--- config.mk ---
export PLATFORM = sky130hd
export DESIGN_NAME = dst7_4pt_serial
export DESIGN_NICKNAME = d
export VERILOG_FILES = /design/src/rtl/dst7_pkg.sv /design/src/rtl/dst7_mcm4.sv /design/src/rtl/dst7_4pt_serial.sv
export SDC_FILE = /design/constraint.sdc
export NUM_CORES = 1
export LEC_CHECK = 0
export BUFFER_PORTS_ARGS = -buffer_cell sky130_fd_sc_hd__buf_2
export CORE_MARGIN = 2
export CORE_UTILIZATION = 54
export DETAILED_ROUTE_END_ITERATION = 8
export PLACE_DENSITY_LB_ADDON = 0.12
export SYNTH_ARGS = -nofsm -noshare
export SYNTH_HDL_FRONTEND = slang
export SYNTH_SLANG_ARGS = --single-unit
--- constraint.sdc ---
create_clock -name clk -period 7.3 [get_ports clk]
set_input_delay 0.365 -clock clk [delete_from_list [all_inputs] [get_ports clk]]
set_output_delay 0.365 -clock clk [all_outputs]
set_load 0.03 [all_outputs]
--- src/rtl/dst7_pkg.sv ---
// rtl/dst7_pkg.sv - constants, coefficient tables and rounding helper for the 4-point DST-VII core
package dst7_pkg;

    localparam int C29 = 29;
    localparam int C55 = 55;
    localparam int C74 = 74;
    localparam int C84 = 84;

    // Which constant magnitude a matrix entry uses
    typedef enum logic [1:0] {
        SEL_29 = 2'd0,
        SEL_55 = 2'd1,
        SEL_74 = 2'd2,
        SEL_84 = 2'd3
    } sel_t;

    // Sign applied to the selected product
    typedef enum logic [1:0] {
        SGN_ZERO = 2'd0,
        SGN_POS  = 2'd1,
        SGN_NEG  = 2'd2
    } sgn_t;

    // Indexed [row k][column n]
    localparam sel_t SEL_TAB [4][4] = '{
        '{SEL_29, SEL_55, SEL_74, SEL_84},
        '{SEL_74, SEL_74, SEL_74, SEL_74},
        '{SEL_84, SEL_29, SEL_74, SEL_55},
        '{SEL_55, SEL_84, SEL_74, SEL_29}
    };

    localparam sgn_t SGN_TAB [4][4] = '{
        '{SGN_POS, SGN_POS, SGN_POS,  SGN_POS},
        '{SGN_POS, SGN_POS, SGN_ZERO, SGN_NEG},
        '{SGN_POS, SGN_NEG, SGN_NEG,  SGN_POS},
        '{SGN_POS, SGN_NEG, SGN_POS,  SGN_NEG}
    };

    // Row magnitude sums peak at 242 < 2^8, so eight guard bits keep every sum exact
    function automatic int acc_w(input int in_w);
        return in_w + 8;
    endfunction

    // Round half up by arithmetic shift, then optionally clip to a signed out_w range
    function automatic logic signed [31:0] round_clip(
        input logic signed [31:0] sum,
        input int                 shift,
        input int                 out_w,
        input logic               sat
    );
        logic signed [31:0] r;
        logic signed [31:0] hi;
        logic signed [31:0] lo;
        r = sum;
        if (shift > 0) begin
            r = sum + (32'sd1 <<< (shift - 1));
        end
        r  = r >>> shift;
        hi = (32'sd1 <<< (out_w - 1)) - 32'sd1;
        lo = -(32'sd1 <<< (out_w - 1));
        if (sat && (r > hi)) begin
            r = hi;
        end else if (sat && (r < lo)) begin
            r = lo;
        end
        return r;
    endfunction

endpackage

--- src/rtl/dst7_mcm4.sv ---
// rtl/dst7_mcm4.sv - multiplierless x*{29,55,74,84} using shared x*7 and x*21 terms
module dst7_mcm4 import dst7_pkg::*; #(
    parameter int IN_W = 9
) (
    input  logic signed [IN_W-1:0]          x,
    output logic signed [acc_w(IN_W)-1:0]   p29,
    output logic signed [acc_w(IN_W)-1:0]   p55,
    output logic signed [acc_w(IN_W)-1:0]   p74,
    output logic signed [acc_w(IN_W)-1:0]   p84
);

    localparam int P_W = acc_w(IN_W);

    logic signed [P_W-1:0] xe;
    logic signed [P_W-1:0] x7;
    logic signed [P_W-1:0] x21;

    // Shared terms: 7 = 8-1, 21 = 2*7+7; outputs: 29 = 21+8, 55 = 56-1, 74 = 42+32, 84 = 4*21
    always_comb begin
        xe  = {{(P_W-IN_W){x[IN_W-1]}}, x};
        x7  = (xe <<< 3) - xe;
        x21 = (x7 <<< 1) + x7;
        p29 = x21 + (xe <<< 3);
        p55 = (x7 <<< 3) - xe;
        p74 = (x21 <<< 1) + (xe <<< 5);
        p84 = x21 <<< 2;
    end

endmodule

--- src/rtl/dst7_4pt_serial.sv ---
// rtl/dst7_4pt_serial.sv - serial 4-point DST-VII forward transform core (DST7_SAT_EN selects clipping over wrap)
module dst7_4pt_serial import dst7_pkg::*; #(
    parameter int IN_W  = 9,
    parameter int SHIFT = 1,
    parameter int OUT_W = 16
) (
    input  logic                    clk,
    input  logic                    rst,
    input  logic                    in_valid,
    output logic                    in_ready,
    input  logic signed [IN_W-1:0]  in_data,
    output logic                    out_valid,
    input  logic                    out_ready,
    output logic signed [OUT_W-1:0] y0,
    output logic signed [OUT_W-1:0] y1,
    output logic signed [OUT_W-1:0] y2,
    output logic signed [OUT_W-1:0] y3
);

    localparam int ACC_W = acc_w(IN_W);

`ifdef DST7_SAT_EN
    localparam logic SAT = 1'b1;
`else
    localparam logic SAT = 1'b0;
`endif

    logic [1:0]              cnt;
    logic                    accept;
    logic                    last;
    logic signed [ACC_W-1:0] p29;
    logic signed [ACC_W-1:0] p55;
    logic signed [ACC_W-1:0] p74;
    logic signed [ACC_W-1:0] p84;
    logic signed [ACC_W-1:0] mag  [4];
    logic signed [ACC_W-1:0] term [4];
    logic signed [ACC_W-1:0] fsum [4];
    logic signed [ACC_W-1:0] acc  [4];
    logic signed [OUT_W-1:0] ynext [4];
    logic signed [OUT_W-1:0] yreg  [4];

    dst7_mcm4 #(.IN_W(IN_W)) u_mcm (
        .x   (in_data),
        .p29 (p29),
        .p55 (p55),
        .p74 (p74),
        .p84 (p84)
    );

    // Only the completing sample stalls, and only while the previous vector is still held
    assign in_ready = !((cnt == 2'd3) && out_valid && !out_ready);
    assign accept   = in_valid && in_ready;
    assign last     = accept && (cnt == 2'd3);

    // Per row: pick the product for column cnt, apply its sign, form the running and rounded sums
    always_comb begin
        for (int k = 0; k < 4; k++) begin
            mag[k]   = '0;
            term[k]  = '0;
            case (SEL_TAB[k][cnt])
                SEL_29:  mag[k] = p29;
                SEL_55:  mag[k] = p55;
                SEL_74:  mag[k] = p74;
                default: mag[k] = p84;
            endcase
            case (SGN_TAB[k][cnt])
                SGN_POS: term[k] = mag[k];
                SGN_NEG: term[k] = -mag[k];
                default: term[k] = '0;
            endcase
            fsum[k]  = acc[k] + term[k];
            ynext[k] = OUT_W'(round_clip(32'(fsum[k]), SHIFT, OUT_W, SAT));
        end
    end

    // Sample counter and column accumulation; column 0 restarts the sums
    always_ff @(posedge clk) begin
        if (rst) begin
            cnt <= 2'd0;
            for (int k = 0; k < 4; k++) begin
                acc[k] <= '0;
            end
        end else if (accept) begin
            cnt <= cnt + 2'd1;
            for (int k = 0; k < 4; k++) begin
                acc[k] <= (cnt == 2'd0) ? term[k] : fsum[k];
            end
        end
    end

    // Single-entry output register; a new load wins over a same-cycle consume
    always_ff @(posedge clk) begin
        if (rst) begin
            out_valid <= 1'b0;
            for (int k = 0; k < 4; k++) begin
                yreg[k] <= '0;
            end
        end else if (last) begin
            out_valid <= 1'b1;
            for (int k = 0; k < 4; k++) begin
                yreg[k] <= ynext[k];
            end
        end else if (out_ready) begin
            out_valid <= 1'b0;
        end
    end

    assign y0 = yreg[0];
    assign y1 = yreg[1];
    assign y2 = yreg[2];
    assign y3 = yreg[3];

endmodule

-- Word-level counts from Yosys, hierarchy flattened
Memories as Yosys holds them, arrays and structs flattened.
Cells that the tools add are included.
- flip-flop bits (word level): 3
- latch bits: 0
- RAM bits: 132
- ROM bits: 0
- bits of input ports: 13
- output and inout bits: 66
- logic and storage cells: 115
- memories kept: 2
- add/subtract/negate cells: 18
- multipliers: 0
- divide/modulo/power cells: 0
- order comparisons: 1
- equal/unequal tests: 17
- shift-type cells: 0
- multiplexer cells: 54
- bitwise gates (word level): 9
- reductions and logical operators: 12
- memory list (name ; words ; width ; rd ports ; clocked after memory_dff ; write ports ; RTL line ; source):
    acc ; 4 ; 17 ; 4 ; 0 ; 4 ; dst7_4pt_serial.sv:38 ; logic signed [ACC_W-1:0] acc [4];
    yreg ; 4 ; 16 ; 4 ; 0 ; 4 ; dst7_4pt_serial.sv:40 ; logic signed [OUT_W-1:0] yreg [4];
- operator list (operator ; number):
    17-bit case mux with 3 select lines ; 4
    17-bit 2-to-1 mux ; 8
    17-bit case mux with 2 select lines ; 4
    17-bit adder ; 4
    17-bit by 2-bit adder with 17-bit output (second input constant) ; 4
    17-bit negator ; 4
    16-bit 2-to-1 mux ; 4
    2-bit binary-select mux with 2-bit select ; 8
    2-bit 2-to-1 mux ; 16
    2-bit == test (second input constant) ; 9
    17-bit by 12-bit adder with 17-bit output ; 1
    17-bit by 14-bit adder with 17-bit output ; 1
    16-bit by 9-bit subtractor with 17-bit output ; 1
    2-bit by 1-bit == test with 1-bit output (second input constant) ; 8
    14-bit by 13-bit adder with 15-bit output ; 1
    12-bit by 9-bit subtractor with 13-bit output ; 1
    2-bit logical NOT ; 5
    1-bit 2-to-1 mux ; 10
    1-bit bitwise OR ; 8
    1-bit logical AND ; 4
    3-bit >= comparator (second input constant) ; 1
    2-bit NOT with 3-bit output ; 1
    2-bit by 1-bit adder with 2-bit output (second input constant) ; 1
    1-bit logical NOT ; 2
    2-bit nonzero test ; 1

-- Logic depth before layout (Yosys ltp)
- depth in word-level cells: 11
- mapped depth: 35
- mapped depth without buffers: 34

-- Hierarchy
A second synthesis with hierarchy kept.
- cell total of the unflattened synthesis: 1764
- area, all modules: 14950.6 µm²
- modules (own cells, without submodules) (module ; instances ; cells an instance ; area an instance (µm²) ; seq. area each (µm²)):
    dst7_4pt_serial ; 1 ; 1446 ; 12553.3 ; 4023.9
    dst7_mcm4 ; 1 ; 318 ; 2397.3 ; 0.0

-- Worst setup path before layout
Ideal clock, no wire load.
- kind: input to register
- from: in in_data[3]
- to: mem yreg[3][15] (data pin)
- library setup time: 0.266 ns
- arrival: 6.801 ns
- required time: 7.034 ns
- setup slack: 0.233 ns
- stages on the path: 31
- buffers on the path: 1
- cells stage by stage: inv_1 > ha_1 > clkbuf_1 > or4_1 > o21a_1 > a21oi_1 > xnor2_1 > ha_1 > nand3_1 > nand2b_1 > xor2_1 > ha_1 > or2_2 > a21oi_1 > a21oi_1 > xnor2_1 > a222oi_1 > o21ai_0 > or4b_4 > nand2_1 > xnor2_1 > ha_1 > and2_1 > o21ai_0 > o211ai_1 > a21oi_1 > xor2_1 > nand4b_1 > xnor2_1 > xnor2_1 > nor2_1
- RTL lines (item ; RTL line ; source):
    from (decl) ; dst7_4pt_serial.sv:11 ; input logic signed [IN_W-1:0] in_data,
    to (decl) ; dst7_4pt_serial.sv:40 ;

==> metrics.yaml <==
status: "completed"
ys_seq_area_share_pct: 27.98
antenna_found_initial: 0
max_freq_ghz: 0.1452
core-area_um2: 25980
min_path_type: "in -> reg"
dp_hpwl_um: 31790
synth_cell_types: 78
r2r_start: "cnt[1]"
clock_latency_ps: 440
worstSetupEndpointType: "register"
grt_pass1_vias: 13020
critical_path_required_ps: 7470
synthesis.area_um2: 14270
power_leakage_nw: 7.217
synth_most_common_cell: "nor2_1"
hold_violations: 0
grt_pass1_wl_um: 67080
power.density_nw_per_um2: 488.1
initial_core_util_pct: 54.94
grt_overflow_total: 0
wl_met1_um: 18860
num_rows: 59
cts_root_buffer: "clkbuf_16"
fin_tns_setup_ps: 0
wl_met3_um: 2433
wl_met2_um: 19400
r2r_end: "yreg[2][15]"
die_w_um: 166.6
critPathMaxFanout: 6
synth_top_area_share_pct: 27.56
vias: 13640
relSlewSlack_pct: 33.15
ys.flop_type: "edfxtp_1"
drtIter0Drc: 1280
design_area_um2: 16820
placed_cell_area_um2: 16080
cts_tree: "yes"
slew_violations: 0
portBuffers: 78
synth-edff-count: 131
min_to: "out_valid"
synthArstFlopShare_pct: 0
yosysWarnings: 0
routed_wl_um: 42070
synth.avg_cell_area_um2: 8.372
final_antenna_net_count: 0
grt_start_max_net_pins: 68
worst_pin_slew_ps: 999.1
layout_min_cycle_time_ps: 6885
route.detailed.drc: 0
vias_per_cell: 6.082
ctsHtreeMaxLevel: 4
period_share_pct: 94.31
die_area_um2: 27750
syn2layout_area_growth_pct: 17.86
netlist_instances: 1705
n_antenna_cell: 0
clk_pin_slew_worst_paths_ps: 70
critical_path_class: "in -> reg"
place.gp.congestion: 0.9295
drt_first_pass_iters: 5
setup_viol: 0
io_pins: 79
grtUsageTotal_pct: 29.76
layoutNonFillerInstCount: 2242
yosysTopAreaCell: "edfxtp_1"
routedWlPerCell_um: 18.76
fin_worst_skew_ps: 14.84
synth-seq-cells: 134
synth.area.top_cells: "edfxtp_1, ha_1, xnor2_1"
cp.arrival_ps: 7060
worst_hold_slack_ps: 211.1
hp-start: "in_valid"
dpl.cell_count: 2208
maxCapViolations: 0
peakVddDrop_mv: 0.2477
ff2ff_setup_slack_ps: 1320
fin_nets: 2044
fp.dieH_um: 166.6
start_kind: "primary input"
top_layer: "met4"
synth_top_cells_by_count: "nor2_1, a21oi_1, nand2_1"
final.fill_count: 2259
cts.sinks: 134
power_w: 0.008213
slowest_delay_ps: 470
syn-num-nets: 1855
clock_path_buffers: 2
drive_above_1_share_pct: 17.62
r2r_cells: 23
cts_made_buffers: 17
cp_slowest_cell: "or4_1"
hold_path_depth: 3
-- flip-flops by register name, summed over array words and instances (netlist names) --
register	cells
cnt	2
yreg	64
acc	67
out_valid	1
-- worst max-delay path by stage --
stage                     cells past startpoint          end       start
after floorplan                              31  yreg[3][15]  in_data[3]
after global placement                       32  yreg[3][15]  in_data[6]
after detailed placement                     33  yreg[2][15]  in_data[3]
after CTS                                    33  yreg[2][15]  in_data[3]
after global routing                         34  yreg[2][15]  in_data[3]
final                                        31  yreg[3][15]  in_data[1]
-- placed cells by master, fill, tap and decap left out, drive strengths merged, types with 8 or more instances in the layout --
master  netlist  routed
ha          131     131
nand4        12      12
clkbuf       58      17
nor2        213     213
a211oi       20      20
xor2         73      73
and3         22      22
nor2b        16      16
mux2i        29      29
o31ai        10      10
a222oi       18      18
a31oi        16      16
inv          77      84
nand3        45      45
and2         10      10
a221oi        8       8
nand2       133     133
o21a         20      20
or3          24      24
o21bai        9       9
nand3b        9       9
xnor2       105     105
or2          10      10
buf          22     250
a22oi        18      18
o21ai        83      83
edfxtp      131     131
nand2b       26      26
nor3         43      43
a21oi       136     136
a21o         42      42
o211ai        9       9
-- where the power goes --
group	internal, W	switching [W]	total, W
sequential	0.000973	0.0000343	0.00101
combinational	0.00270	0.00360	0.00630
clock	0.000512	0.000391	0.000903
total	0.00419	0.00402	0.00821
-- layout make-up --
| cell class | instances | area (um2) | area share, % |
|---|---|---|---|
| Tap cell | 335 | 419.2 | 2.491 |
| Clock buffer | 17 | 425.4 | 2.528 |
| Clock inverter | 15 | 167.7 | 0.9965 |
| Sequential cell | 134 | 3994 | 23.74 |
| Timing Repair Buffer | 250 | 1682 | 9.995 |
| Multi-Input combinational cell | 1413 | 9844 | 58.51 |
| Inverter | 78 | 292.8 | 1.740 |
-- metrics by stage --
stage / utilization (%) / setup slack (ps)
3_3_place_gp: 61.88 / 35.47
2_1_floorplan: - / 232.8
6_report: 64.75 / 415.1
5_1_grt: 64.75 / -18.88
3_5_place_dp: 61.88 / -93.15
4_1_cts: 64.16 / 350.6
-- critical path, delay by kind of cell --
kind            cells  cell delay [ps]
compound gates     10             2170
simple gates       10             2020
buf+inv             3              560
xor+xnor            4              800
fa+ha+maj           4             1160
-- per-layer routing --
layer / track usage, % / vias up
li1: - / 6667
met1: 40.09 / 6400
met2: 49.28 / 495
met3: 4.278 / 73
met4: 9.933 / 0
met5: 0 / -
-- repair_timing --
action / in CTS / in global routing
resized for setup: 0 / 26
buffers inserted: 0 / 2
hold buffers: 0 / 0
endpoints found under the setup margin: 0 / 12
-- cell families (layout without fill, tap and decap cells) --
family	after synthesis	after routing	synth area share [%]
xor+xnor	179	179	11.08
mux	33	33	2.349
compound gates	469	469	22.18
simple gates	595	595	19.86
buf+inv	158	360	4.225
fa+ha+maj	137	137	12.32
flops	134	134	27.98
Note: power is estimated with default switching activity, not from simulation.
